## config.mk

```make
export PLATFORM = sky130hd
export DESIGN_NAME = ped_request_conditioner_flat
export DESIGN_NICKNAME = d
export VERILOG_FILES = /design/src/rtl/ped_request_conditioner_pkg.sv /design/src/rtl/ped_request_conditioner_if.sv /design/src/rtl/ped_request_conditioner_sync_2ff.sv /design/src/rtl/ped_request_conditioner.sv /design/src/flat_wrapper.sv
export SDC_FILE = /design/constraint.sdc
export NUM_CORES = 1
export LEC_CHECK = 0
export ABC_CLOCK_PERIOD_IN_PS = 1400
export CAP_MARGIN = 0
export CORE_AREA = 2 2 39 41
export CTS_BUF_LIST = sky130_fd_sc_hd__clkbuf_4
export CTS_CLUSTER_SIZE = 16
export DETAILED_ROUTE_END_ITERATION = 10
export DIE_AREA = 0 0 41 43
export PLACE_DENSITY = 0.65
export SYNTH_ARGS = -nofsm -noshare
export SYNTH_HDL_FRONTEND = slang
export SYNTH_SLANG_ARGS = --single-unit
```

## constraint.sdc

```tcl
create_clock -name clk_i -period 1.4 [get_ports clk_i]
set_clock_uncertainty 0.05 [all_clocks]
set_input_delay 0.28 -clock clk_i [delete_from_list [all_inputs] [get_ports clk_i]]
set_output_delay 0.28 -clock clk_i [all_outputs]
set_load 0.02 [all_outputs]
```

## src/rtl/ped_request_conditioner_pkg.sv

```systemverilog
// Shared types and defaults for the pedestrian request conditioner.
package ped_req_pkg;

  localparam int DEF_DEBOUNCE_CYCLES = 4;
  localparam int DEF_PRESS_W         = 3;

  // Fixed encodings so legacy code that stores the state as raw bits still decodes it.
  localparam logic [1:0] ST_IDLE       = 2'd0;
  localparam logic [1:0] ST_DB_PRESS   = 2'd1;
  localparam logic [1:0] ST_HELD       = 2'd2;
  localparam logic [1:0] ST_DB_RELEASE = 2'd3;

  typedef enum logic [1:0] {
    IDLE       = ST_IDLE,
    DB_PRESS   = ST_DB_PRESS,
    HELD       = ST_HELD,
    DB_RELEASE = ST_DB_RELEASE
  } state_t;

endpackage

```

## src/rtl/ped_request_conditioner_if.sv

```systemverilog
// Button/request bundle between the push-button side and the conditioner.
interface ped_request_conditioner_if
  import ped_req_pkg::*;
#(
  parameter int PRESS_W = DEF_PRESS_W
);

  logic               btn_i;
  logic               ack_i;
  logic               req_o;
  logic               btn_db_o;
  logic [PRESS_W-1:0] press_cnt_o;

  modport master (output btn_i, ack_i, input req_o, btn_db_o, press_cnt_o);
  modport slave  (input btn_i, ack_i, output req_o, btn_db_o, press_cnt_o);

endinterface

```

## src/rtl/ped_request_conditioner_sync_2ff.sv

```systemverilog
// Two-flop synchroniser for a single asynchronous bit, reset to 0.
module sync_2ff (
  input  logic clk_i,
  input  logic reset_ni,
  input  logic d_i,
  output logic q_o
);

  logic meta_q;
  logic sync_q;

  always_ff @(posedge clk_i or negedge reset_ni) begin
    if (!reset_ni) begin
      meta_q <= 1'b0;
      sync_q <= 1'b0;
    end else begin
      meta_q <= d_i;
      sync_q <= meta_q;
    end
  end

  assign q_o = sync_q;

endmodule

```

## src/rtl/ped_request_conditioner.sv

```systemverilog
// Debounces the pedestrian button and turns each accepted press into a sticky
// request held until the light controller acknowledges it.
module ped_request_conditioner
  import ped_req_pkg::*;
#(
  parameter int DEBOUNCE_CYCLES = DEF_DEBOUNCE_CYCLES,
  parameter int DB_W            = $clog2(DEBOUNCE_CYCLES + 1),
  parameter int PRESS_W         = DEF_PRESS_W
) (
  input logic                      clk_i,
  input logic                      reset_ni,
  ped_request_conditioner_if.slave bus
);

  localparam logic [DB_W-1:0]    CNT_LAST  = DB_W'(DEBOUNCE_CYCLES - 1);
  localparam logic [PRESS_W-1:0] PRESS_MAX = '1;

  logic btn_s;

  sync_2ff u_btn_sync (
    .clk_i    (clk_i),
    .reset_ni (reset_ni),
    .d_i      (bus.btn_i),
    .q_o      (btn_s)
  );

  state_t             state_q, state_d;
  logic               clr_cnt, inc_cnt, set_req;
  logic [DB_W-1:0]    cnt_q, cnt_d;
  logic               req_q, req_d;
  logic [PRESS_W-1:0] press_q, press_d;

  // Control unit: the counter is cleared on every state change so each
  // debounce window starts from zero.
  always_comb begin
    state_d = state_q;
    clr_cnt = 1'b0;
    inc_cnt = 1'b0;
    set_req = 1'b0;
    unique case (state_q)
      IDLE: begin
        if (btn_s) begin
          state_d = DB_PRESS;
          clr_cnt = 1'b1;
        end
      end
      DB_PRESS: begin
        if (!btn_s) begin
          state_d = IDLE;
          clr_cnt = 1'b1;
        end else if (cnt_q == CNT_LAST) begin
          state_d = HELD;
          clr_cnt = 1'b1;
          set_req = 1'b1;
        end else begin
          inc_cnt = 1'b1;
        end
      end
      HELD: begin
        if (!btn_s) begin
          state_d = DB_RELEASE;
          clr_cnt = 1'b1;
        end
      end
      DB_RELEASE: begin
        if (btn_s) begin
          state_d = HELD;
          clr_cnt = 1'b1;
        end else if (cnt_q == CNT_LAST) begin
          state_d = IDLE;
          clr_cnt = 1'b1;
        end else begin
          inc_cnt = 1'b1;
        end
      end
      default: begin
        state_d = IDLE;
        clr_cnt = 1'b1;
      end
    endcase
  end

  // Datapath: a new press wins over a coincident ack so it is never lost.
  always_comb begin
    cnt_d   = cnt_q;
    req_d   = req_q;
    press_d = press_q;
    if (clr_cnt) begin
      cnt_d = '0;
    end else if (inc_cnt) begin
      cnt_d = cnt_q + DB_W'(1);
    end
    if (set_req) begin
      req_d = 1'b1;
      if (bus.ack_i) begin
        press_d = PRESS_W'(1);
      end else if (press_q != PRESS_MAX) begin
        press_d = press_q + PRESS_W'(1);
      end
    end else if (bus.ack_i) begin
      req_d   = 1'b0;
      press_d = '0;
    end
  end

  always_ff @(posedge clk_i or negedge reset_ni) begin
    if (!reset_ni) begin
      state_q <= IDLE;
      cnt_q   <= '0;
      req_q   <= 1'b0;
      press_q <= '0;
    end else begin
      state_q <= state_d;
      cnt_q   <= cnt_d;
      req_q   <= req_d;
      press_q <= press_d;
    end
  end

  assign bus.req_o       = req_q;
  assign bus.btn_db_o    = (state_q == HELD) || (state_q == DB_RELEASE);
  assign bus.press_cnt_o = press_q;

endmodule

```

## src/flat_wrapper.sv

```systemverilog
// flat-port wrapper written by rule: the top's interface ports become plain ports
module ped_request_conditioner_flat import ped_req_pkg::*;
#(
  parameter int DEBOUNCE_CYCLES = DEF_DEBOUNCE_CYCLES,
  parameter int DB_W            = $clog2(DEBOUNCE_CYCLES + 1),
  parameter int PRESS_W         = DEF_PRESS_W
)
  (clk_i, reset_ni, bus_btn_i, bus_ack_i, bus_req_o, bus_btn_db_o, bus_press_cnt_o);
  ped_request_conditioner_if #(.PRESS_W(PRESS_W)) bus_i ();
  input logic clk_i;
  input logic reset_ni;
  input wire logic [$bits(bus_i.btn_i)-1:0] bus_btn_i;
  input wire logic [$bits(bus_i.ack_i)-1:0] bus_ack_i;
  output wire logic [$bits(bus_i.req_o)-1:0] bus_req_o;
  output wire logic [$bits(bus_i.btn_db_o)-1:0] bus_btn_db_o;
  output wire logic [$bits(bus_i.press_cnt_o)-1:0] bus_press_cnt_o;
  assign bus_i.btn_i = bus_btn_i;
  assign bus_i.ack_i = bus_ack_i;
  assign bus_req_o = bus_i.req_o;
  assign bus_btn_db_o = bus_i.btn_db_o;
  assign bus_press_cnt_o = bus_i.press_cnt_o;
  ped_request_conditioner #(.DEBOUNCE_CYCLES(DEBOUNCE_CYCLES), .DB_W(DB_W), .PRESS_W(PRESS_W)) u_core (.clk_i(clk_i), .reset_ni(reset_ni), .bus(bus_i));
endmodule
```

==> results of run 1 <==
## where the power goes
part | leakage [nW] | internal, mW | switching (mW)
logic | 0.173 | 0.183 | 0.127
registers | 0.144 | 0.379 | 0.0543
clock network | 0.0184 | 0.130 | 0.101
## metrics by stage
stage	utilization, %	setup TNS, ps	instance area [µm²]
floorplan	-	0	514
global placement	45.1	-68.1	624
detailed placement	45.1	-95.6	624
CTS	49.0	-1.52	678
global route	49.0	-102	678
finish	49.0	0	678
## sequential cells by signal, indices dropped and copies added, names as in the netlist, named ones only
signal                    cells
u_core.bus.press_cnt_o        3
u_core.bus.req_o              1
u_core.cnt_q                  3
u_core.state_q                1
u_core.u_btn_sync.meta_q      1
u_core.u_btn_sync.q_o         1
## placed cells by master (no fill, tap or decap), types with 2 or more instances in the layout
cell type | synthesis | routed
sky130_fd_sc_hd__ha_1 | 4 | 2
sky130_fd_sc_hd__buf_4 | 0 | 4
sky130_fd_sc_hd__clkbuf_4 | 0 | 4
sky130_fd_sc_hd__dfrtp_1 | 11 | 11
sky130_fd_sc_hd__clkdlybuf4s50_1 | 0 | 3
sky130_fd_sc_hd__nor2_1 | 2 | 2
sky130_fd_sc_hd__dlygate4sd2_1 | 0 | 5
sky130_fd_sc_hd__nand2b_1 | 4 | 4
sky130_fd_sc_hd__a22o_1 | 2 | 2
sky130_fd_sc_hd__inv_1 | 4 | 4
sky130_fd_sc_hd__mux2i_1 | 2 | 2
## metal layers
layer	part of all wire, %	wire length, µm	up-vias	global-route usage, %
met5	0	0	-	0
met4	2.5	19	0	8.00
met3	5.4	42	2	3.14
met2	47	365	10	16.6
met1	45	344	157	12.2
li1	-	-	170	-
## worst min-delay path by stage
| stage | slack (ps) | from | end | cells after the start |
|---|---|---|---|---|
| 6_report | 250 | reset_ni | u_core.cnt_q[1] | 2 |
| 5_1_grt | 260 | reset_ni | u_core.cnt_q[1] | 2 |
| 4_1_cts | 250 | reset_ni | u_core.u_btn_sync.meta_q | 2 |
| 3_5_place_dp | 290 | u_core.u_btn_sync.meta_q | u_core.u_btn_sync.q_o | 0 |
| 3_3_place_gp | 290 | u_core.u_btn_sync.meta_q | u_core.u_btn_sync.q_o | 0 |
| 2_1_floorplan | -70 | reset_ni | asynchronous set/reset pin | 0 |
## layout make-up
| type | instances | area, µm² | area share, % |
|---|---|---|---|
| Multi-Input combinational cell | 25 | 234 | 34.5 |
| Sequential cell | 11 | 275 | 40.6 |
| Tap cell | 16 | 20.0 | 2.95 |
| Clock buffer | 4 | 30.0 | 4.43 |
| Inverter | 4 | 15.0 | 2.21 |
| Timing Repair Buffer | 12 | 104 | 15.3 |
## repair_timing
| action | 4_1_cts | 5_1_grt |
|---|---|---|
| buffers inserted | 2 | 0 |
| hold buffers | 0 | 0 |
| setup endpoints to repair | 11 | 3 |
| endpoints found under the hold margin | 0 | 0 |
| pin swaps | 2 | 1 |
| resized for setup | 8 | 0 |
## cell families (layout without fill, tap and decap cells)
kind of cell    after synthesis  in the layout  synth area share [%]
simple gates                 11             11                  15.1
mux                           4              4                  9.00
fa+ha+maj                     4              4                  9.73
buf+inv                       5             20                  3.89
xor+xnor                      1              1                  1.70
compound gates                5              5                  7.06
flops                        11             11                  53.5
==> impl_metrics.prom, run 1 <==
# TYPE chip_impl_metric gauge
chip_impl_info{name="setup.worst_path.end_class",value="flip-flop"} 1
chip_impl_metric{name="timing.critical_path.fanout_max",unit=""} 4
chip_impl_info{name="cp_top_family",value="flip-flops"} 1
chip_impl_metric{name="ir_drop",unit="mV"} 0.692
chip_impl_metric{name="slew_violations",unit=""} 0
chip_impl_metric{name="synthesis.instances",unit=""} 41
chip_impl_metric{name="routed_length_per_instance",unit="µm"} 10.7
chip_impl_metric{name="h-tree-depth",unit=""} 1
chip_impl_metric{name="gr-usage-all-layers",unit="%"} 10.9
chip_impl_info{name="post_synth_main_area_contributors",value="sky130_fd_sc_hd__dfrtp_1, sky130_fd_sc_hd__ha_1, sky130_fd_sc_hd__nand2b_1"} 1
chip_impl_metric{name="worstSkewPairLatency",unit="ps"} 270
chip_impl_metric{name="synth_seq_cells",unit=""} 11
chip_impl_info{name="critical_path.slowest_cell",value="sky130_fd_sc_hd__dfrtp_1"} 1
chip_impl_metric{name="ios",unit=""} 9
chip_impl_metric{name="synth_warnings",unit=""} 0
chip_impl_metric{name="cts_buffer_depth",unit=""} 2
chip_impl_info{name="cp_launch_type",value="flip-flop"} 1
chip_impl_metric{name="finalWeightedCongestion",unit=""} 0.661
chip_impl_info{name="r2r-end",value="u_core.bus.press_cnt_o[2]"} 1
chip_impl_metric{name="gr-total-overflow",unit=""} 0
chip_impl_info{name="cts_root_buf",value="sky130_fd_sc_hd__clkbuf_4"} 1
chip_impl_info{name="clock_tree_from_tritoncts",value="built"} 1
chip_impl_metric{name="grt_pass1_vias",unit=""} 333
chip_impl_metric{name="post_synth_num_cell_types",unit=""} 19
chip_impl_metric{name="min_period_over_period",unit="%"} 98.6
chip_impl_metric{name="hpwl",unit="µm"} 570
chip_impl_metric{name="grt_pass1_wl",unit="µm"} 1250
chip_impl_metric{name="timing.critical_path.buf_inv",unit=""} 0
chip_impl_metric{name="detailedRoute.firstPassIterationCount",unit=""} 2
chip_impl_metric{name="antenna_left",unit=""} 0
chip_impl_metric{name="synthToLayoutAreaGrowth",unit="%"} 31.9
chip_impl_info{name="critical_path.startpoint",value="u_core.cnt_q[1]"} 1
chip_impl_metric{name="maximum_number_of_pins_on_one_net_before_global_route_repair",unit=""} 12
chip_impl_metric{name="cellPowerDensity",unit="nW/µm²"} 1440
chip_impl_metric{name="core_region_area",unit="µm²"} 1380
chip_impl_metric{name="worstPathArrival",unit="ps"} 1520
chip_impl_metric{name="placement.setup.worst_slack",unit="ps"} -39.5
chip_impl_metric{name="tritoncts_num_sinks",unit=""} 11
chip_impl_metric{name="initial_core_util",unit="%"} 37.2
chip_impl_info{name="result_of_the_run",value="finished clean"} 1
chip_impl_metric{name="drv_cap",unit=""} 0
chip_impl_metric{name="drc",unit=""} 0
chip_impl_metric{name="synth.yosys.seq_area_share",unit="%"} 53.5
chip_impl_metric{name="worst-r2r-cell-count",unit=""} 5
chip_impl_info{name="critPathCapture",value="u_core.bus.press_cnt_o[2]"} 1
chip_impl_info{name="netlist_top_cells_count",value="sky130_fd_sc_hd__dfrtp_1, sky130_fd_sc_hd__ha_1, sky130_fd_sc_hd__inv_1, sky130_fd_sc_hd__nand2b_1"} 1
chip_impl_metric{name="antenna_found_initial",unit=""} 0
chip_impl_metric{name="post_synth.cell_area_avg",unit="µm²"} 12.5
chip_impl_metric{name="routed_wl",unit="µm"} 771
chip_impl_metric{name="die-area",unit="µm²"} 1760
chip_impl_metric{name="final.fill_count",unit=""} 136
chip_impl_metric{name="final_cells",unit=""} 72
chip_impl_metric{name="report.final.hold_viol_count",unit=""} 0
chip_impl_metric{name="leakage_power",unit="nW"} 0.336
chip_impl_metric{name="yosysTopAreaCellShare",unit="%"} 53.5
chip_impl_metric{name="numCtsBuffers",unit=""} 3
chip_impl_info{name="worst-setup-path-type",value="reg2reg"} 1
chip_impl_info{name="min-delay-path-class",value="in2async"} 1
chip_impl_metric{name="detail_route.iter0.violations",unit=""} 2
chip_impl_info{name="post-synth-top-count-cell",value="sky130_fd_sc_hd__dfrtp_1"} 1
chip_impl_metric{name="dp_cells",unit=""} 66
chip_impl_metric{name="port_buffers",unit=""} 8
chip_impl_metric{name="dieWidth",unit="µm"} 41
chip_impl_metric{name="detailroute.via_count",unit=""} 339
chip_impl_info{name="critical_path.cell_chain",value="ha_2 -> ha_4 -> nand4b_1 -> nor2_2 -> mux2i_1"} 1
chip_impl_info{name="worstReg2RegStart",value="u_core.cnt_q[1]"} 1
chip_impl_metric{name="floorplan.die.height",unit="µm"} 43
chip_impl_info{name="grt_setup_unrepaired",value="true"} 1
chip_impl_metric{name="total_power",unit="mW"} 0.974
chip_impl_metric{name="finalSetupViolCount",unit=""} 0
chip_impl_metric{name="regToRegSetupSlack",unit="ps"} 20
chip_impl_metric{name="hold_ws",unit="ps"} 248
chip_impl_info{name="synth_largest_area_cell",value="sky130_fd_sc_hd__dfrtp_1"} 1
chip_impl_metric{name="slew_headroom",unit="%"} 78.0
chip_impl_metric{name="cp.required",unit="ps"} 1540
chip_impl_metric{name="syn_nets",unit=""} 49
chip_impl_metric{name="synth-edff-count",unit=""} 0
chip_impl_metric{name="max_stage_delay",unit="ps"} 350
chip_impl_info{name="yosys_most_used_dff",value="sky130_fd_sc_hd__dfrtp_1"} 1
chip_impl_metric{name="layout_cells_sized_above_1",unit="%"} 26.8
chip_impl_metric{name="via_per_inst",unit=""} 4.71
chip_impl_metric{name="max_freq",unit="MHz"} 724
chip_impl_metric{name="post-route-min-period",unit="ps"} 1380
chip_impl_metric{name="clkTransAtPathRegs",unit="ps"} 70
chip_impl_metric{name="synthesis.area",unit="µm²"} 514
chip_impl_metric{name="worstMarginPinSlew",unit="ps"} 327
chip_impl_metric{name="levels_on_crit_path",unit=""} 5
chip_impl_metric{name="rows",unit=""} 14
chip_impl_metric{name="number_of_inserted_diodes",unit=""} 0
chip_impl_metric{name="asyncSetResetFlopFracSynth",unit="%"} 100
chip_impl_metric{name="final.setup.worst_slack",unit="ps"} 19.6
chip_impl_metric{name="final_nets",unit=""} 65
No activity file was read; power rests on OpenSTA's default activity.
==> run 2, diff against run 1 <==
--- a/config.mk
+++ b/config.mk
@@ -5,7 +5,6 @@
 export SDC_FILE = /design/constraint.sdc
 export NUM_CORES = 1
 export LEC_CHECK = 0
-export ABC_CLOCK_PERIOD_IN_PS = 1400
 export CAP_MARGIN = 0
 export CORE_AREA = 2 2 39 41
 export CTS_BUF_LIST = sky130_fd_sc_hd__clkbuf_4
==> results of run 2 <==
Final layout, timing and power as in run 1 (identical DEF).
